`src/rtl/codigo_serializador_pkg.sv`:
```
`default_nettype none
// ============================================================================
// Module : codigo_pkg
// Brief  : Shared definitions for the 6-bit line code (code table, widths,
//          serializer state encoding). Used by the serializer and by any
//          future decoder/checker so both ends agree on the code set.
// Rev    : 1.0  initial release
// ============================================================================
package codigo_pkg;

  localparam int NUM_SIMBOLOS  = 22;
  localparam int CODIGO_ANCHO  = 6;
  localparam int SIMBOLO_ANCHO = 5;

  typedef logic [CODIGO_ANCHO-1:0]  codigo_t;
  typedef logic [SIMBOLO_ANCHO-1:0] simbolo_t;

  typedef enum logic [1:0] {
    REPOSO    = 2'd0,
    TRANSMITE = 2'd1,
    GUARDA    = 2'd2
  } estado_t;

  // Index -> codeword. Every codeword is non-zero so an idle line never
  // aliases to a legal word on the far end.
  localparam codigo_t TABLA_CODIGOS [NUM_SIMBOLOS] = '{
    6'd1,  6'd2,  6'd3,  6'd5,  6'd10, 6'd12, 6'd13, 6'd15,
    6'd20, 6'd21, 6'd22, 6'd23, 6'd25, 6'd30, 6'd31, 6'd32,
    6'd33, 6'd35, 6'd50, 6'd51, 6'd52, 6'd53
  };

  // True when the index addresses an entry of the code table.
  function automatic logic simbolo_valido(input simbolo_t s);
    return (s < SIMBOLO_ANCHO'(NUM_SIMBOLOS));
  endfunction

endpackage : codigo_pkg
`default_nettype wire

```
`src/rtl/codigo_serializador_if.sv`:
```
`default_nettype none
// ============================================================================
// Module : codigo_serializador_if
// Brief  : Symbol handshake plus serial line outputs of the code serializer.
//          master = symbol source / line monitor, slave = serializer.
// Rev    : 1.0  initial release
// ============================================================================
interface codigo_serializador_if;
  import codigo_pkg::*;

  simbolo_t    Simbolo;
  logic        SimboloValido;
  logic        Listo;
  logic        Salida;
  logic        SalidaValida;
  logic        Inicio;
  logic        Error;
  logic [7:0]  ContErrores;

  modport master (
    output Simbolo, SimboloValido,
    input  Listo, Salida, SalidaValida, Inicio, Error, ContErrores
  );

  modport slave (
    input  Simbolo, SimboloValido,
    output Listo, Salida, SalidaValida, Inicio, Error, ContErrores
  );

endinterface : codigo_serializador_if
`default_nettype wire

```
`src/rtl/codigo_serializador_tabla.sv`:
```
`default_nettype none
// ============================================================================
// Module : codigo_tabla
// Brief  : Combinational symbol index -> 6-bit codeword lookup with a valid
//          flag. Out-of-range indices return codeword 0 and valido_o = 0.
// Rev    : 1.0  initial release
// ============================================================================
module codigo_tabla
  import codigo_pkg::*;
(
  input  simbolo_t indice_i,
  output codigo_t  codigo_o,
  output logic     valido_o
);

  // Range check first so the table is never addressed past its last entry.
  always_comb begin
    valido_o = simbolo_valido(indice_i);
    codigo_o = '0;
    if (valido_o) begin
      codigo_o = TABLA_CODIGOS[indice_i];
    end
  end

endmodule : codigo_tabla
`default_nettype wire

```
`src/rtl/codigo_serializador.sv`:
```
`default_nettype none
// ============================================================================
// Module : codigo_serializador
// Brief  : Transmit side of the 6-bit line code. Accepts a symbol index,
//          looks up its codeword and shifts it out MSB first, BIT_CICLOS
//          clocks per bit, followed by GUARDA_BITS idle bit-times.
//          Out-of-range symbols are dropped with an Error pulse and counted.
// Rev    : 1.0  initial release
// ============================================================================
module codigo_serializador
  import codigo_pkg::*;
#(
  parameter int BIT_CICLOS  = 4,
  parameter int GUARDA_BITS = 1
) (
  input  wire logic           Reloj,
  input  wire logic           Reset_n,
  codigo_serializador_if.slave bus
);

  // A counter of width 0 is not representable, so one bit is the floor.
  localparam int c_ciclo_ancho  = (BIT_CICLOS  > 1) ? $clog2(BIT_CICLOS)  : 1;
  localparam int c_guarda_ancho = (GUARDA_BITS > 1) ? $clog2(GUARDA_BITS) : 1;
  localparam logic [c_ciclo_ancho-1:0]  c_ciclo_max  = c_ciclo_ancho'(BIT_CICLOS - 1);
  localparam logic [c_guarda_ancho-1:0] c_guarda_max =
    c_guarda_ancho'((GUARDA_BITS > 0) ? GUARDA_BITS - 1 : 0);
  localparam logic [2:0] c_ultimo_bit = 3'(CODIGO_ANCHO - 1);
  localparam logic       c_hay_guarda = (GUARDA_BITS > 0);

  estado_t                    estado_q;
  logic                       listo_q;
  logic                       salida_q;
  logic                       salida_valida_q;
  logic                       inicio_q;
  logic                       error_q;
  logic [7:0]                 cont_errores_q;
  logic [7:0]                 cont_errores_d;
  codigo_t                    desplaza_q;
  logic [c_ciclo_ancho-1:0]   ciclo_q;
  logic [2:0]                 bit_q;
  logic [c_guarda_ancho-1:0]  guarda_q;

  codigo_t w_codigo;
  logic    w_valido;
  logic    w_transferencia;

  codigo_tabla u_tabla (
    .indice_i (bus.Simbolo),
    .codigo_o (w_codigo),
    .valido_o (w_valido)
  );

  assign w_transferencia = bus.SimboloValido & listo_q;

  // Saturating next value of the dropped-symbol counter.
  always_comb begin
    cont_errores_d = cont_errores_q;
    if (cont_errores_q != 8'hFF) begin
      cont_errores_d = cont_errores_q + 8'd1;
    end
  end

  // Serializer FSM: owns state, shift register, counters and every output.
  always_ff @(posedge Reloj or negedge Reset_n) begin
    if (!Reset_n) begin
      estado_q        <= REPOSO;
      listo_q         <= 1'b1;
      salida_q        <= 1'b0;
      salida_valida_q <= 1'b0;
      inicio_q        <= 1'b0;
      error_q         <= 1'b0;
      cont_errores_q  <= 8'd0;
      desplaza_q      <= '0;
      ciclo_q         <= '0;
      bit_q           <= '0;
      guarda_q        <= '0;
    end else begin
      inicio_q <= 1'b0;
      error_q  <= 1'b0;
      unique case (estado_q)
        REPOSO: begin
          ciclo_q  <= '0;
          bit_q    <= '0;
          guarda_q <= '0;
          if (w_transferencia) begin
            if (w_valido) begin
              // First bit goes on the line the cycle after the transfer.
              estado_q        <= TRANSMITE;
              listo_q         <= 1'b0;
              desplaza_q      <= w_codigo;
              salida_q        <= w_codigo[CODIGO_ANCHO-1];
              salida_valida_q <= 1'b1;
              inicio_q        <= 1'b1;
            end else begin
              error_q        <= 1'b1;
              cont_errores_q <= cont_errores_d;
            end
          end
        end

        TRANSMITE: begin
          if (ciclo_q == c_ciclo_max) begin
            ciclo_q <= '0;
            if (bit_q == c_ultimo_bit) begin
              bit_q           <= '0;
              salida_q        <= 1'b0;
              salida_valida_q <= 1'b0;
              if (c_hay_guarda) begin
                estado_q <= GUARDA;
              end else begin
                estado_q <= REPOSO;
                listo_q  <= 1'b1;
              end
            end else begin
              bit_q      <= bit_q + 3'd1;
              salida_q   <= desplaza_q[CODIGO_ANCHO-2];
              desplaza_q <= {desplaza_q[CODIGO_ANCHO-2:0], 1'b0};
            end
          end else begin
            ciclo_q <= ciclo_q + 1'b1;
          end
        end

        GUARDA: begin
          if (ciclo_q == c_ciclo_max) begin
            ciclo_q <= '0;
            if (guarda_q == c_guarda_max) begin
              guarda_q <= '0;
              estado_q <= REPOSO;
              listo_q  <= 1'b1;
            end else begin
              guarda_q <= guarda_q + 1'b1;
            end
          end else begin
            ciclo_q <= ciclo_q + 1'b1;
          end
        end

        default: begin
          estado_q        <= REPOSO;
          listo_q         <= 1'b1;
          salida_q        <= 1'b0;
          salida_valida_q <= 1'b0;
          ciclo_q         <= '0;
          bit_q           <= '0;
          guarda_q        <= '0;
        end
      endcase
    end
  end

  assign bus.Listo        = listo_q;
  assign bus.Salida       = salida_q;
  assign bus.SalidaValida = salida_valida_q;
  assign bus.Inicio       = inicio_q;
  assign bus.Error        = error_q;
  assign bus.ContErrores  = cont_errores_q;

endmodule : codigo_serializador
`default_nettype wire
```
`src/flat_wrapper.sv`:
```
// flat-port wrapper written by rule: the top's interface ports become plain ports
module codigo_serializador_flat import codigo_pkg::*;
#(
  parameter int BIT_CICLOS  = 4,
  parameter int GUARDA_BITS = 1
)
  (Reloj, Reset_n, bus_Simbolo, bus_SimboloValido, bus_Listo, bus_Salida, bus_SalidaValida, bus_Inicio, bus_Error, bus_ContErrores);
  codigo_serializador_if bus_i ();
  input  wire logic Reloj;
  input  wire logic Reset_n;
  input wire logic [$bits(bus_i.Simbolo)-1:0] bus_Simbolo;
  input wire logic [$bits(bus_i.SimboloValido)-1:0] bus_SimboloValido;
  output wire logic [$bits(bus_i.Listo)-1:0] bus_Listo;
  output wire logic [$bits(bus_i.Salida)-1:0] bus_Salida;
  output wire logic [$bits(bus_i.SalidaValida)-1:0] bus_SalidaValida;
  output wire logic [$bits(bus_i.Inicio)-1:0] bus_Inicio;
  output wire logic [$bits(bus_i.Error)-1:0] bus_Error;
  output wire logic [$bits(bus_i.ContErrores)-1:0] bus_ContErrores;
  assign bus_i.Simbolo = bus_Simbolo;
  assign bus_i.SimboloValido = bus_SimboloValido;
  assign bus_Listo = bus_i.Listo;
  assign bus_Salida = bus_i.Salida;
  assign bus_SalidaValida = bus_i.SalidaValida;
  assign bus_Inicio = bus_i.Inicio;
  assign bus_Error = bus_i.Error;
  assign bus_ContErrores = bus_i.ContErrores;
  codigo_serializador #(.BIT_CICLOS(BIT_CICLOS), .GUARDA_BITS(GUARDA_BITS)) u_core (.Reloj(Reloj), .Reset_n(Reset_n), .bus(bus_i));
endmodule
```
`config.mk`:
```
export PLATFORM = sky130hd
export DESIGN_NAME = codigo_serializador_flat
export DESIGN_NICKNAME = d
export VERILOG_FILES = /design/src/rtl/codigo_serializador_pkg.sv /design/src/rtl/codigo_serializador_if.sv /design/src/rtl/codigo_serializador_tabla.sv /design/src/rtl/codigo_serializador.sv /design/src/flat_wrapper.sv
export SDC_FILE = /design/constraint.sdc
export NUM_CORES = 1
export LEC_CHECK = 0
export CAP_MARGIN = 10
export CORE_MARGIN = 5
export CORE_UTILIZATION = 50
export CTS_CLUSTER_SIZE = 20
export DETAILED_ROUTE_END_ITERATION = 12
export PLACE_DENSITY = 0.74
export SLEW_MARGIN = 10
export SYNTH_ARGS = -nofsm -noshare
export SYNTH_HDL_FRONTEND = slang
export SYNTH_SLANG_ARGS = --single-unit
```
`constraint.sdc`:
```
create_clock -name Reloj -period 2.15 [get_ports Reloj]
set_input_delay 0.3225 -clock Reloj [delete_from_list [all_inputs] [get_ports Reloj]]
set_output_delay 0.3225 -clock Reloj [all_outputs]
set_load 0.02 [all_outputs]
```
==> results.sh, run 1 <==
export IMPL_hold_buffers=0
export IMPL_startpoint_type="flop"
export IMPL_antenna_found_initial=0
export IMPL_finalPower_mw=0.7828
export IMPL_min_path_type="input port to asynchronous set/reset pin"
export IMPL_power_leakage_nw=0.8252
export IMPL_htreeDepth=1
export IMPL_yosys_top_cells_area="dfrtp_1, ha_1, a21oi_1"
export IMPL_max_vdd_ir_drop_mv=0.2552
export IMPL_grt_overflow=0
export IMPL_slowest_delay_ns=0.62
export IMPL_pre_cts_ws_ns=0.08220
export IMPL_post_route_util=0.6427
export IMPL_core_rowCount=19
export IMPL_syn_to_final_growth_pct=20.38
export IMPL_die_x_um=64.73
export IMPL_clk_pin_slew_ns=0.15
export IMPL_globalplace_congestion=0.8609
export IMPL_root_buffer="clkbuf_4"
export IMPL_postCtsSetupBuffers=0
export IMPL_ctsResizeCount=0
export IMPL_crit_slowest_cell="clkdlybuf4s50_1"
export IMPL_worstSetupPathDepth=1
export IMPL_syn_num_nets=171
export IMPL_period_share=0.8729
export IMPL_vias=1222
export IMPL_synth_cell_types=46
export IMPL_first_pass_iters=4
export IMPL_pin_count=21
export IMPL_maxCapViolCount=0
export IMPL_finalInstanceArea_um2=1803
export IMPL_crit_type="flop to output port"
export IMPL_fillers=252
export IMPL_worst_slack_ns=0.2733
export IMPL_max_slew_margin=0.7088
export IMPL_ant_nets=0
export IMPL_grt_pass1_vias=1194
export IMPL_fmax_ghz=0.5329
export IMPL_avgSynthCellArea_um2=9.789
export IMPL_die_h_um=64.73
export IMPL_seq_area_frac_synth=0.4185
export IMPL_fin_nets=199
export IMPL_grt_setup_unrepaired="no"
export IMPL_netlist_area_leader_share=0.4010
export IMPL_ys_warn_count=0
export IMPL_power_density_nw_per_um2=434.2
export IMPL_grt_pass1_wl_um=5375
export IMPL_drc=0
export IMPL_dieArea_um2=4190
export IMPL_r2r_cells=6
export IMPL_critPathTopFamily="buffers and inverters"
export IMPL_io_buffers=20
export IMPL_clockBufferDepth=2
export IMPL_fin_skew_ns=0.008783
export IMPL_cp_cell_sequence="clkdlybuf4s50_1"
export IMPL_dp_hpwl_um=2339
export IMPL_synthCells=153
export IMPL_clock_sinks=25
export IMPL_avgViaCountPerCell=5.791
export IMPL_maxSlewViolCount=0
export IMPL_hold_viol=0
export IMPL_crit_buf_inv=1
export IMPL_drive_above_1_share=0.1222
export IMPL_required_ns=1.83
export IMPL_post_route_min_period_ns=1.877
export IMPL_status="completed"
export IMPL_cts_buffers=3
export IMPL_yosys_area_top_type="dfrtp_1"
export IMPL_place_area_um2=1773
export IMPL_clk_insertion_delay_late_ns=0.33
export IMPL_syn_cell_area_um2=1498
export IMPL_start_util=0.5339
export IMPL_setup_viol=0
export IMPL_ys_ff_latch=25
export IMPL_grt_max_degree=26
export IMPL_drt_wl_total_um=3091
export IMPL_first_iter_violations=91
export IMPL_crit_fanout=5
export IMPL_cts_tree="built"
export IMPL_globalRouteTotalUtil=0.1616
export IMPL_tightest_slew_ns=0.4364
export IMPL_core_um2=2805
export IMPL_wl_per_cell_um=14.65
export IMPL_cp_data_arrival_time_ns=1.55
export IMPL_diodes=0
export IMPL_crit_path_end_kind="output port"
export IMPL_setup_tns_ns=0
-- where the power goes --
part,switching [mW],internal (mW)
clock,0.153,0.0712
combinational,0.0463,0.0400
sequential,0.000622,0.471
total,0.200,0.583
-- layout make-up --
type                            count  area [um2]  area share
Timing Repair Buffer               29       267.8      0.1485
Clock buffer                        3       22.52     0.01249
Inverter                           10       37.54     0.02082
Clock inverter                      1       7.507    0.004164
Tap cell                           31       38.79     0.02151
Multi-Input combinational cell    112       802.0      0.4448
Sequential cell                    25       626.9      0.3477
-- metrics by stage --
step                hold slack [ns]  std cells
floorplan                   0.02691        153
global placement             0.4258        207
detailed placement           0.4450        207
CTS                          0.3407        211
global route                 0.3610        211
finish                       0.3347        211
-- cells in the final DEF (no fill, tap or decap), drive strengths merged, types with 2 or more instances in the layout --
cell type	instances
a21oi	13
a22o	4
a31o	2
a31oi	3
and3	6
buf	9
clkbuf	3
clkdlybuf4s50	20
dfrtp	24
ha	10
inv	10
mux2	4
mux2i	3
nand2	13
nand3	8
nor2	8
nor2b	3
nor3b	4
o21ai	4
o31ai	3
xnor2	6
-- registers in the layout, summed over array words and instances (netlist names) --
register	flops
u_core.bus.SalidaValida	1
u_core.estado_q	2
u_core.bus.Error	1
u_core.bus.ContErrores	8
u_core.bit_q	3
u_core.ciclo_q	2
u_core.bus.Listo	1
u_core.bus.Salida	1
u_core.desplaza_q	5
u_core.bus.Inicio	1
-- path summary, 6_finish.rpt --
kind / from / endpoint / slack [ns]
max: u_core.bus.Listo / bus_Listo / 0.27
min: Reset_n / u_core.desplaza_q[1] / 0.33
max reg2reg: u_core.estado_q[0] / u_core.bus.ContErrores[1] / 0.34
min reg2reg: u_core.ciclo_q[0] / u_core.ciclo_q[0] / 0.46
max in group asynchronous: Reset_n / u_core.bus.Listo / 1.53
min in group Reloj: u_core.ciclo_q[0] / u_core.ciclo_q[0] / 0.46
-- metal layers --
metal / up-vias / track usage / part of all wire
li1: 604 / - / -
met1: 589 / 0.2141 / 0.47
met2: 25 / 0.2656 / 0.48
met3: 4 / 0.03109 / 0.040
met4: 0 / 0.05277 / 0.010
met5: - / 0 / 0
-- kinds of logic (layout without fill, tap and decap cells) --
kind of cell,Yosys count,count (layout),synth area share
and+or+nand+nor,50,50,0.1855
AOI/OAI and AO/OA,38,38,0.1729
DFF,25,25,0.4186
buffers and inverters,16,43,0.04595
adders and majority gates,10,10,0.08354
xor gates and xnor gates,7,7,0.04094
muxes,7,7,0.05263
-- Yosys cell counts (all sizes together) --
library cell  number
dfrtp             24
a21oi             13
nand2             13
ha                10
inv               10
nand3              8
nor2               8
and3               6
xnor2              6
buf                5
a22o               4
mux2               4
nor3b              4
o21ai              4
a31oi              3
mux2i              3
nor2b              3
o31ai              3
a31o               2
a2111oi            1
a211oi             1
a21o               1
a32oi              1
a41o               1
and2               1
clkbuf             1
dfstp              1
nand2b             1
nand3b             1
nand4              1
nand4b             1
nor3               1
o211ai             1
o22ai              1
o311a              1
o41ai              1
or2                1
or4                1
xor2               1
Power figures use the tool's default switching activity.
==> run 2, diff against run 1 <==
- SETUP_SLACK_MARGIN: not set -> 0.5
==> run 2 against run 1 <==
  * Design area rose by 4.6%
  * Register-to-register slack better by 0.19 ns
  * Sequential power is essentially flat
  * Power rose by 0.94%
  * Setup slack better by 0.26 ns
  * Combinational power up 7.2%
  * Count of clock-buffer cells in the layout is the same
  * Sequential share of layout area shrank 1.5 points
  * Critical endpoint is now u_core.desplaza_q[2]
  * Largest power group unchanged
==> results.sh, run 2 (same netlist as run 1, synthesis figures left out) <==
export IMPL_period_share=0.7516
export IMPL_cts_buffers=3
export IMPL_globalplace_congestion=0.8609
export IMPL_required_ns=2.39
export IMPL_status="completed"
export IMPL_maxSlewViolCount=0
export IMPL_wl_per_cell_um=14.71
export IMPL_htreeDepth=1
export IMPL_dieArea_um2=4190
export IMPL_maxCapViolCount=0
export IMPL_syn_to_final_growth_pct=25.98
export IMPL_first_iter_violations=73
export IMPL_cts_tree="built"
export IMPL_clk_pin_slew_ns=0.15
export IMPL_globalRouteTotalUtil=0.1667
export IMPL_die_h_um=64.73
export IMPL_clk_insertion_delay_late_ns=0.33
export IMPL_start_util=0.5339
export IMPL_ant_nets=0
export IMPL_fin_nets=203
export IMPL_finalPower_mw=0.7902
export IMPL_crit_path_end_kind="flop"
export IMPL_fin_cells=215
export IMPL_worst_hold_slack_ns=0.3337
export IMPL_tightest_slew_ns=0.3204
export IMPL_grt_setup_unrepaired="no"
export IMPL_grt_pass1_vias=1217
export IMPL_grt_pass1_wl_um=5533
export IMPL_grt_overflow=0
export IMPL_pre_cts_ws_ns=0.08220
export IMPL_drive_above_1_share=0.1902
export IMPL_grt_max_degree=26
export IMPL_met2_usage=0.2835
export IMPL_drc=0
export IMPL_max_vdd_ir_drop_mv=0.2209
export IMPL_use_met1=0.2174
export IMPL_setup_tns_ns=0
export IMPL_startpoint_type="flop"
export IMPL_die_x_um=64.73
export IMPL_post_route_min_period_ns=1.616
export IMPL_avgViaCountPerCell=5.647
export IMPL_dpl_cell_count=207
export IMPL_core_um2=2805
export IMPL_largest_reg_flops=8
export IMPL_crit_type="flop to flop"
export IMPL_drt_wl_total_um=3163
export IMPL_pin_count=21
export IMPL_r2r_setup_slack_ns=0.53
export IMPL_min_path_type="input port to asynchronous set/reset pin"
export IMPL_power_density_nw_per_um2=418.8
export IMPL_setup_viol=0
export IMPL_clockBufferDepth=2
export IMPL_fmax_ghz=0.6188
export IMPL_core_rowCount=19
export IMPL_busiest_layer="met2"
export IMPL_max_slew_margin=0.7864
export IMPL_fillers=238
export IMPL_cp_data_arrival_time_ns=1.85
export IMPL_vias=1214
export IMPL_first_pass_iters=4
export IMPL_diodes=0
export IMPL_crit_fanout=18
export IMPL_root_buffer="clkbuf_4"
export IMPL_final_common_cell="dfrtp_1"
export IMPL_final_cell_mix="dfrtp_1, nand2_1, a21oi_1, buf_4, dlygate4sd2_1"
export IMPL_io_buffers=20
export IMPL_antenna_found_initial=0
export IMPL_hold_viol=0
export IMPL_clock_sinks=25
export IMPL_worst_slack_ns=0.5341
export IMPL_dp_hpwl_um=2339
export IMPL_power_leakage_nw=0.9456
export IMPL_grt_use_met3=0.02763
export IMPL_fin_skew_ns=0.01092
==> run 2: cell types whose count changed in the layout (fill, tap and decap cells not counted), sizes merged <==
cell,previous run,this run
clkdlybuf4s50,20,6
dlygate4sd2,0,9
buf,9,13
dlymetal6s2s,0,4
clkdlybuf4s15,0,1
==> run 2: cell type report <==
| type | count | area [um2] | area share |
|---|---|---|---|
| clock inverters | 1 | 7.507 | 0.003979 |
| multi-input cells | 112 | 853.3 | 0.4523 |
| inverters | 10 | 37.54 | 0.01989 |
| flip-flops and latches | 25 | 626.9 | 0.3322 |
| well taps | 31 | 38.79 | 0.02056 |
| repair buffers | 33 | 300.3 | 0.1592 |
| clock buffers | 3 | 22.52 | 0.01194 |
==> run 2: path summary, 6_finish.rpt <==
| kind | cells after the start | end | from |
|---|---|---|---|
| setup / recovery | 4 | u_core.desplaza_q[2] | u_core.estado_q[0] |
| hold / removal | 2 | u_core.desplaza_q[1] | Reset_n |
| setup reg to reg | 4 | u_core.desplaza_q[2] | u_core.estado_q[0] |
| hold reg to reg | 1 | u_core.ciclo_q[0] | u_core.ciclo_q[0] |
| max in group asynchronous | 2 | u_core.bus.Listo | Reset_n |
| min in group Reloj | 1 | u_core.ciclo_q[0] | u_core.ciclo_q[0] |
==> run 2: per-stage QoR <==
| stage | util | cell area, um2 |
|---|---|---|
| finish | 0.6726 | 1887 |
| global route | 0.6726 | 1887 |
| CTS | 0.6570 | 1843 |
| detailed placement | 0.6320 | 1773 |
| global placement | 0.6320 | 1773 |
| floorplan | - | 1498 |
==> run 2: worst max-delay path, stage by stage (launching register included) <==
cell and delay (ns):
dfrtp_1 0.45, ha_1 0.25, buf_6 0.17, o311a_1 0.36, mux2_1 0.29
==> run 2: report_power, final <==
group          leakage [nW]  switching [mW]  total [mW]  internal (mW)
clock network        0.0139           0.155       0.226         0.0712
logic                 0.597          0.0492      0.0924         0.0432
registers             0.334        0.000621       0.472          0.471
total                 0.946           0.204       0.790          0.586
==> run 2: metal layers <==
metal  wire, um  up-vias  share of wire
met4         31        0         0.0098
li1           -      611              -
met3         63        4          0.020
met5          0        -              0
met2       1532       12           0.48
met1       1536      587           0.49
==> run 2: timing repair <==
item	CTS	global route
endpoints found under the hold margin	0	0
hold buffers	0	0
endpoints found under the setup margin	19	13
pin swaps	1	2
gates resized for setup	14	15
buffers inserted	3	1
==> run 3, diff against run 2 <==
- clock period: 2.15 -> 1.5 ns (I/O delays scaled with it)
==> run 3 against run 2 <==
  * The flow now finishes with violations (negative setup slack)
  * Largest power group unchanged
  * Setup slack worse by 0.68 ns
  * Flip-flop and latch count stayed put
  * Power increased by 47%
==> results.sh, run 3 (same netlist as run 1, synthesis figures left out) <==
export IMPL_drt_wl_total_um=5235
export IMPL_failed_checks="negative setup slack"
export IMPL_setup_tns_ns=-1.256
export IMPL_grt_setup_unrepaired="yes"
export IMPL_power_leakage_nw=1.169
export IMPL_die_x_um=64.73
export IMPL_critPathTopFamily="flip-flops"
export IMPL_core_rowCount=19
export IMPL_ff_latch_area_um2=628.1
export IMPL_hold_buffers=0
export IMPL_maxSlewViolCount=0
export IMPL_clock_sinks=25
export IMPL_power_density_nw_per_um2=471.4
export IMPL_grt_pass1_vias=1597
export IMPL_max_slew_margin=0.7544
export IMPL_largest_reg_flops=8
export IMPL_ant_nets=0
export IMPL_grt_max_degree=24
export IMPL_vias=1600
export IMPL_hold_viol=0
export IMPL_first_pass_iters=4
export IMPL_start_util=0.5339
export IMPL_clk_insertion_delay_late_ns=0.33
export IMPL_drive_above_1_share=0.5463
export IMPL_final_cell_mix="buf_4, dfrtp_1, buf_6"
export IMPL_worst_slack_ns=-0.1481
export IMPL_dp_hpwl_um=2701
export IMPL_cts_buffers=3
export IMPL_crit_path_end_kind="flop"
export IMPL_worstSetupPathDepth=7
export IMPL_die_h_um=64.73
export IMPL_startpoint_type="flop"
export IMPL_min_path_type="input port to asynchronous set/reset pin"
export IMPL_final_common_cell="buf_4"
export IMPL_period_share=1.099
export IMPL_clk_pin_slew_ns=0.14
export IMPL_globalRouteTotalUtil=0.2398
export IMPL_globalplace_congestion=0.8775
export IMPL_setup_viol=16
export IMPL_antenna_found_initial=0
export IMPL_crit_fanout=4
export IMPL_status="finished with violations"
export IMPL_required_ns=1.74
export IMPL_grt_pass1_wl_um=7762
export IMPL_r2r_start="u_core.estado_q[0]"
export IMPL_fmax_ghz=0.6068
export IMPL_crit_buf_inv=2
export IMPL_maxCapViolCount=0
export IMPL_r2r_setup_slack_ns=-0.15
export IMPL_crit_path_start="u_core.estado_q[0]"
export IMPL_cp_endpoint="u_core.bus.ContErrores[1]"
export IMPL_avgViaCountPerCell=6.202
export IMPL_rr_endpoint="u_core.bus.ContErrores[1]"
export IMPL_clockBufferDepth=2
export IMPL_max_vdd_ir_drop_mv=0.6100
export IMPL_drc=0
export IMPL_fillers=118
export IMPL_crit_slowest_cell="dfrtp_1"
export IMPL_slowest_delay_ns=0.44
export IMPL_fin_nets=246
export IMPL_worst_hold_slack_ns=0.04043
export IMPL_cts_tree="built"
export IMPL_tightest_slew_ns=0.3678
export IMPL_syn_to_final_growth_pct=65.00
export IMPL_post_route_min_period_ns=1.648
export IMPL_first_iter_violations=134
export IMPL_io_buffers=20
export IMPL_grt_overflow=0
export IMPL_diodes=0
export IMPL_r2r_cells=7
export IMPL_pin_count=21
export IMPL_root_buffer="clkbuf_4"
export IMPL_htreeDepth=1
export IMPL_wl_per_cell_um=20.29
export IMPL_multi_input_area_um2=1070
export IMPL_dieArea_um2=4190
export IMPL_cp_data_arrival_time_ns=1.88
export IMPL_cp_cell_sequence="inv_2 -> ha_4 -> nand2_2 -> nor3b_4 -> buf_4 -> nand2_4 -> mux2_4"
export IMPL_fin_skew_ns=0.001810
export IMPL_core_um2=2805
export IMPL_pre_cts_ws_ns=-0.4770
export IMPL_crit_type="flop to flop"
## run 3: cell types whose count changed in the layout (fill, tap and decap cells not counted), sizes merged
cell / delta
buf: +56
dlygate4sd2: -8
dlymetal6s2s: -4
clkdlybuf4s15: -1
clkinv: +1
clkinvlp: -1
## run 3: metal layers
metal  track usage  up-vias  share of wire
li1              -      698              -
met1        0.2909      793           0.40
met2        0.4061       95           0.50
met3       0.05699       14          0.075
met4        0.1029        0          0.023
met5             0        -              0
## run 3: timing repair
| item | CTS | global route |
|---|---|---|
| endpoints found under the setup margin | 37 | 38 |
| pin swaps | 14 | 8 |
| setup buffers | 13 | 9 |
| gates resized for setup | 107 | 16 |
## run 3: stage by stage
step                        util  instances  power (mW)  area [um2]
after detailed placement  0.7257        232      0.8367        2036
final                     0.8809        258       1.165        2471
after global placement    0.7257        232      0.8304        2036
after CTS                 0.8323        249       1.144        2335
after global routing      0.8809        258       1.215        2471
after floorplan                -        153      0.7525        1595
## run 3: layout make-up
class / instances / share of cell area
Tap cell: 31 / 0.01570
Clock inverter: 1 / 0.002025
Timing Repair Buffer: 76 / 0.2709
Clock buffer: 3 / 0.009114
Multi-Input combinational cell: 112 / 0.4329
Inverter: 10 / 0.01519
Sequential cell: 25 / 0.2542
## run 3: report_power, final
part	internal (mW)	switching [mW]
combinational	0.0789	0.0884
clock	0.100	0.221
sequential	0.676	0.000695
total	0.855	0.310
## run 3: worst min-delay path by stage
stage	depth (start not counted)	slack, ns	end	from
after floorplan	0	-0.07	u_core.bit_q[0]	Reset_n
after global placement	1	0.40	u_core.ciclo_q[0]	Reset_n
after detailed placement	1	0.41	u_core.ciclo_q[0]	Reset_n
after CTS	1	0.06	u_core.ciclo_q[0]	Reset_n
after global routing	1	0.03	u_core.ciclo_q[0]	Reset_n
final	1	0.04	u_core.ciclo_q[0]	Reset_n
==> patch: new RTL, flow settings as in run 3 <==
Make the reset (`Reset_n`) synchronous in one clocked block.
--- a/src/rtl/codigo_serializador.sv
+++ b/src/rtl/codigo_serializador.sv
@@ -61,7 +61,7 @@
   end
 
   // Serializer FSM: owns state, shift register, counters and every output.
-  always_ff @(posedge Reloj or negedge Reset_n) begin
+  always_ff @(posedge Reloj) begin
     if (!Reset_n) begin
       estado_q        <= REPOSO;
       listo_q         <= 1'b1;
Check against the original RTL: differs if Reset_n is asserted again (counterexample within 4 cycles, from zero or initial values and one cycle with Reset_n low); with Reset_n held inactive, the same outputs for 10 cycles.
==> patch against run 3 <==
- the run still ends with negative setup slack left
- fmax up 6.5%
- worst setup slack gained 0.10 ns
- cell area down 1.1%
- non-clock buffer count fell by 15
- wire length fell by 14%
- synthesized area up 1.0%
- sequential cell count stayed put
- core utilization is 6.0 points lower
- critical path type unchanged
- largest cell class unchanged
Power is not compared: it rests on default switching activity, and its combinational part moved more than twofold at a synthesized area within 25%.
==> patch: results (changes against run 3) <==
stage	metric	value	unit	change
sta	finalSetupViolCount	6		-10
grt	grt_overflow	0		unchanged
route	drtPass1Iterations	4		unchanged
worst_hold_path	hold_depth	4		
worst_hold_path	holdCritPathClass	primary input to flip-flop		
sta	hold_slack	0.350	ns	+0.309 ns
place	hpwlAfterDp	3.15	mm	+17%
worst_setup_path	r2r_start	u_core.estado_q[0]		
grt	grt_first_pass_wirelength	7.50	mm	-3.4%
route	dr.first_iter.drc_count	83		-38%
grt	grt_max_degree	15		-38%
clock_tree	htreeDepth	1		unchanged
place	finalWeightedCongestion	0.899		+2.5%
cells_and_area	nNetsFinal	254		+3.3%
grt	grt_pass1_vias	1538		-3.7%
sta	fin_ws	-0.0480	ns	+0.100 ns
synth	ys_types	46		unchanged
synth	synth_common_cells	dfxtp_1 (25), nand2_1 (18), a21oi_1 (11), inv_1 (11)		
sta	worstMarginPinSlew	0.310	ns	-0.0581 ns
route	vias	1602		+0.13%
worst_setup_path	regToRegEndpoint	u_core.desplaza_q[3]		
place	placedInstanceArea	2140	µm²	+4.9%
cells_and_area	largest_reg_flops	8		unchanged
worst_setup_path	path_max_fanout	6		+2
cells_and_area	layout-drive-gt1-share	53.2	%	-1.4 points
sta	skew	0.00342	ns	+0.00161 ns
outcome	violations	negative setup slack		
clock_tree	clkTransAtPathRegs	0.15	ns	
place	place.port_buffers	20		unchanged
synth	yosys_warnings	0		unchanged
grt	grt.total_usage	22.3	%	-1.7 points
clock_tree	clock_latency	0.34	ns	
clock_tree	cts_made_buffers	3		unchanged
clock_tree	clk_path_buf_depth	2		unchanged
grt	antenna_found_initial	0		unchanged
outcome	status	finished, violations left		
route	wl_per_cell	16.7	µm	-18%
worst_setup_path	reg2reg_depth	7		unchanged
worst_hold_path	hold_end	u_core.bus.Error		
worst_hold_path	hold_start	bus_SimboloValido		
pwr	ir_drop	0.535	mV	
clock_tree	cts.root.buffer_cell	clkbuf_4		
cells_and_area	antenna_cells	0		unchanged
synth	synth_nets	196		+15%
synth	synthTopCellsByArea	dfxtp_1 (33%), ha_1 (8.3%), mux2i_1 (6.0%)		
synth	synth_seq_area_share	33.1	%	-8.8 points
synth	async_reset_ff_share	0	%	-100 points
pwr	leakage	0.000977	µW	
patch: layer usage:
metal / part of all wire (%) / up-vias / global-route usage, %
met5: 0 / - / 0
met4: 1.2 / 0 / 4.75
met1: 42 / 762 / 28.2
li1: - / 773 / -
met3: 5.0 / 6 / 3.47
met2: 51 / 61 / 39.5
patch: repair_timing:
action	4_1_cts	5_1_grt
buffers inserted	5	2
gates cloned	0	0
gates resized for setup	110	15
hold endpoints to repair	0	0
pin swaps	11	4
endpoints found under the setup margin	38	37
patch: how the worst max path moves through the flow:
| stage | startpoint | to | cells past startpoint |
|---|---|---|---|
| 6_report | u_core.estado_q[0] | u_core.desplaza_q[3] | 7 |
| 5_1_grt | u_core.estado_q[0] | u_core.bus.ContErrores[5] | 6 |
| 4_1_cts | u_core.estado_q[0] | u_core.bus.ContErrores[5] | 6 |
| 3_5_place_dp | bus_Simbolo[1] | u_core.desplaza_q[1] | 7 |
| 3_3_place_gp | bus_Simbolo[4] | u_core.desplaza_q[3] | 6 |
| 2_1_floorplan | u_core.estado_q[1] | u_core.bus.ContErrores[5] | 6 |
patch: cell type report:
type	instances	area [µm²]
clock buffers	3	22.5
clock inverters	1	5.00
fillers	177	533
inverters	11	47.5
multi-input cells	134	1240
flip-flops and latches	25	533
well taps	33	41.3
repair buffers	61	553
patch: kinds of logic after synthesis:
kind of cell,synth area share [%]
AOI/OAI and AO/OA,20.7
xor gates and xnor gates,0.579
adders and majority gates,8.27
buffers and inverters,5.05
DFF,33.1
muxes,6.70
and+or+nand+nor,25.6
patch: metrics by stage:
| stage | setup slack, ns | TNS (ns) | std cells |
|---|---|---|---|
| 3_5_place_dp | -0.472 | -5.04 | 257 |
| 3_3_place_gp | -0.350 | -4.52 | 257 |
| 2_1_floorplan | -0.0151 | -0.0151 | 178 |
| 5_1_grt | -0.125 | -0.867 | 268 |
| 6_report | -0.0480 | -0.143 | 268 |
| 4_1_cts | -0.0473 | -0.0859 | 266 |
patch: critical path: stages (launching register included):
cell      delay [ns]
dfxtp_4         0.40
inv_4           0.04
ha_4            0.16
buf_4           0.15
nor2b_1         0.14
a31o_2          0.28
and4_1          0.19
a211oi_2        0.13
patch: where the power goes:
| part | leakage (µW) | switching [µW] | internal, µW |
|---|---|---|---|
| sequential | 0.000212 | 127 | 830 |
| combinational | 0.000746 | 868 | 925 |
| clock | 0.0000177 | 230 | 101 |
| total | 0.000977 | 1230 | 1860 |
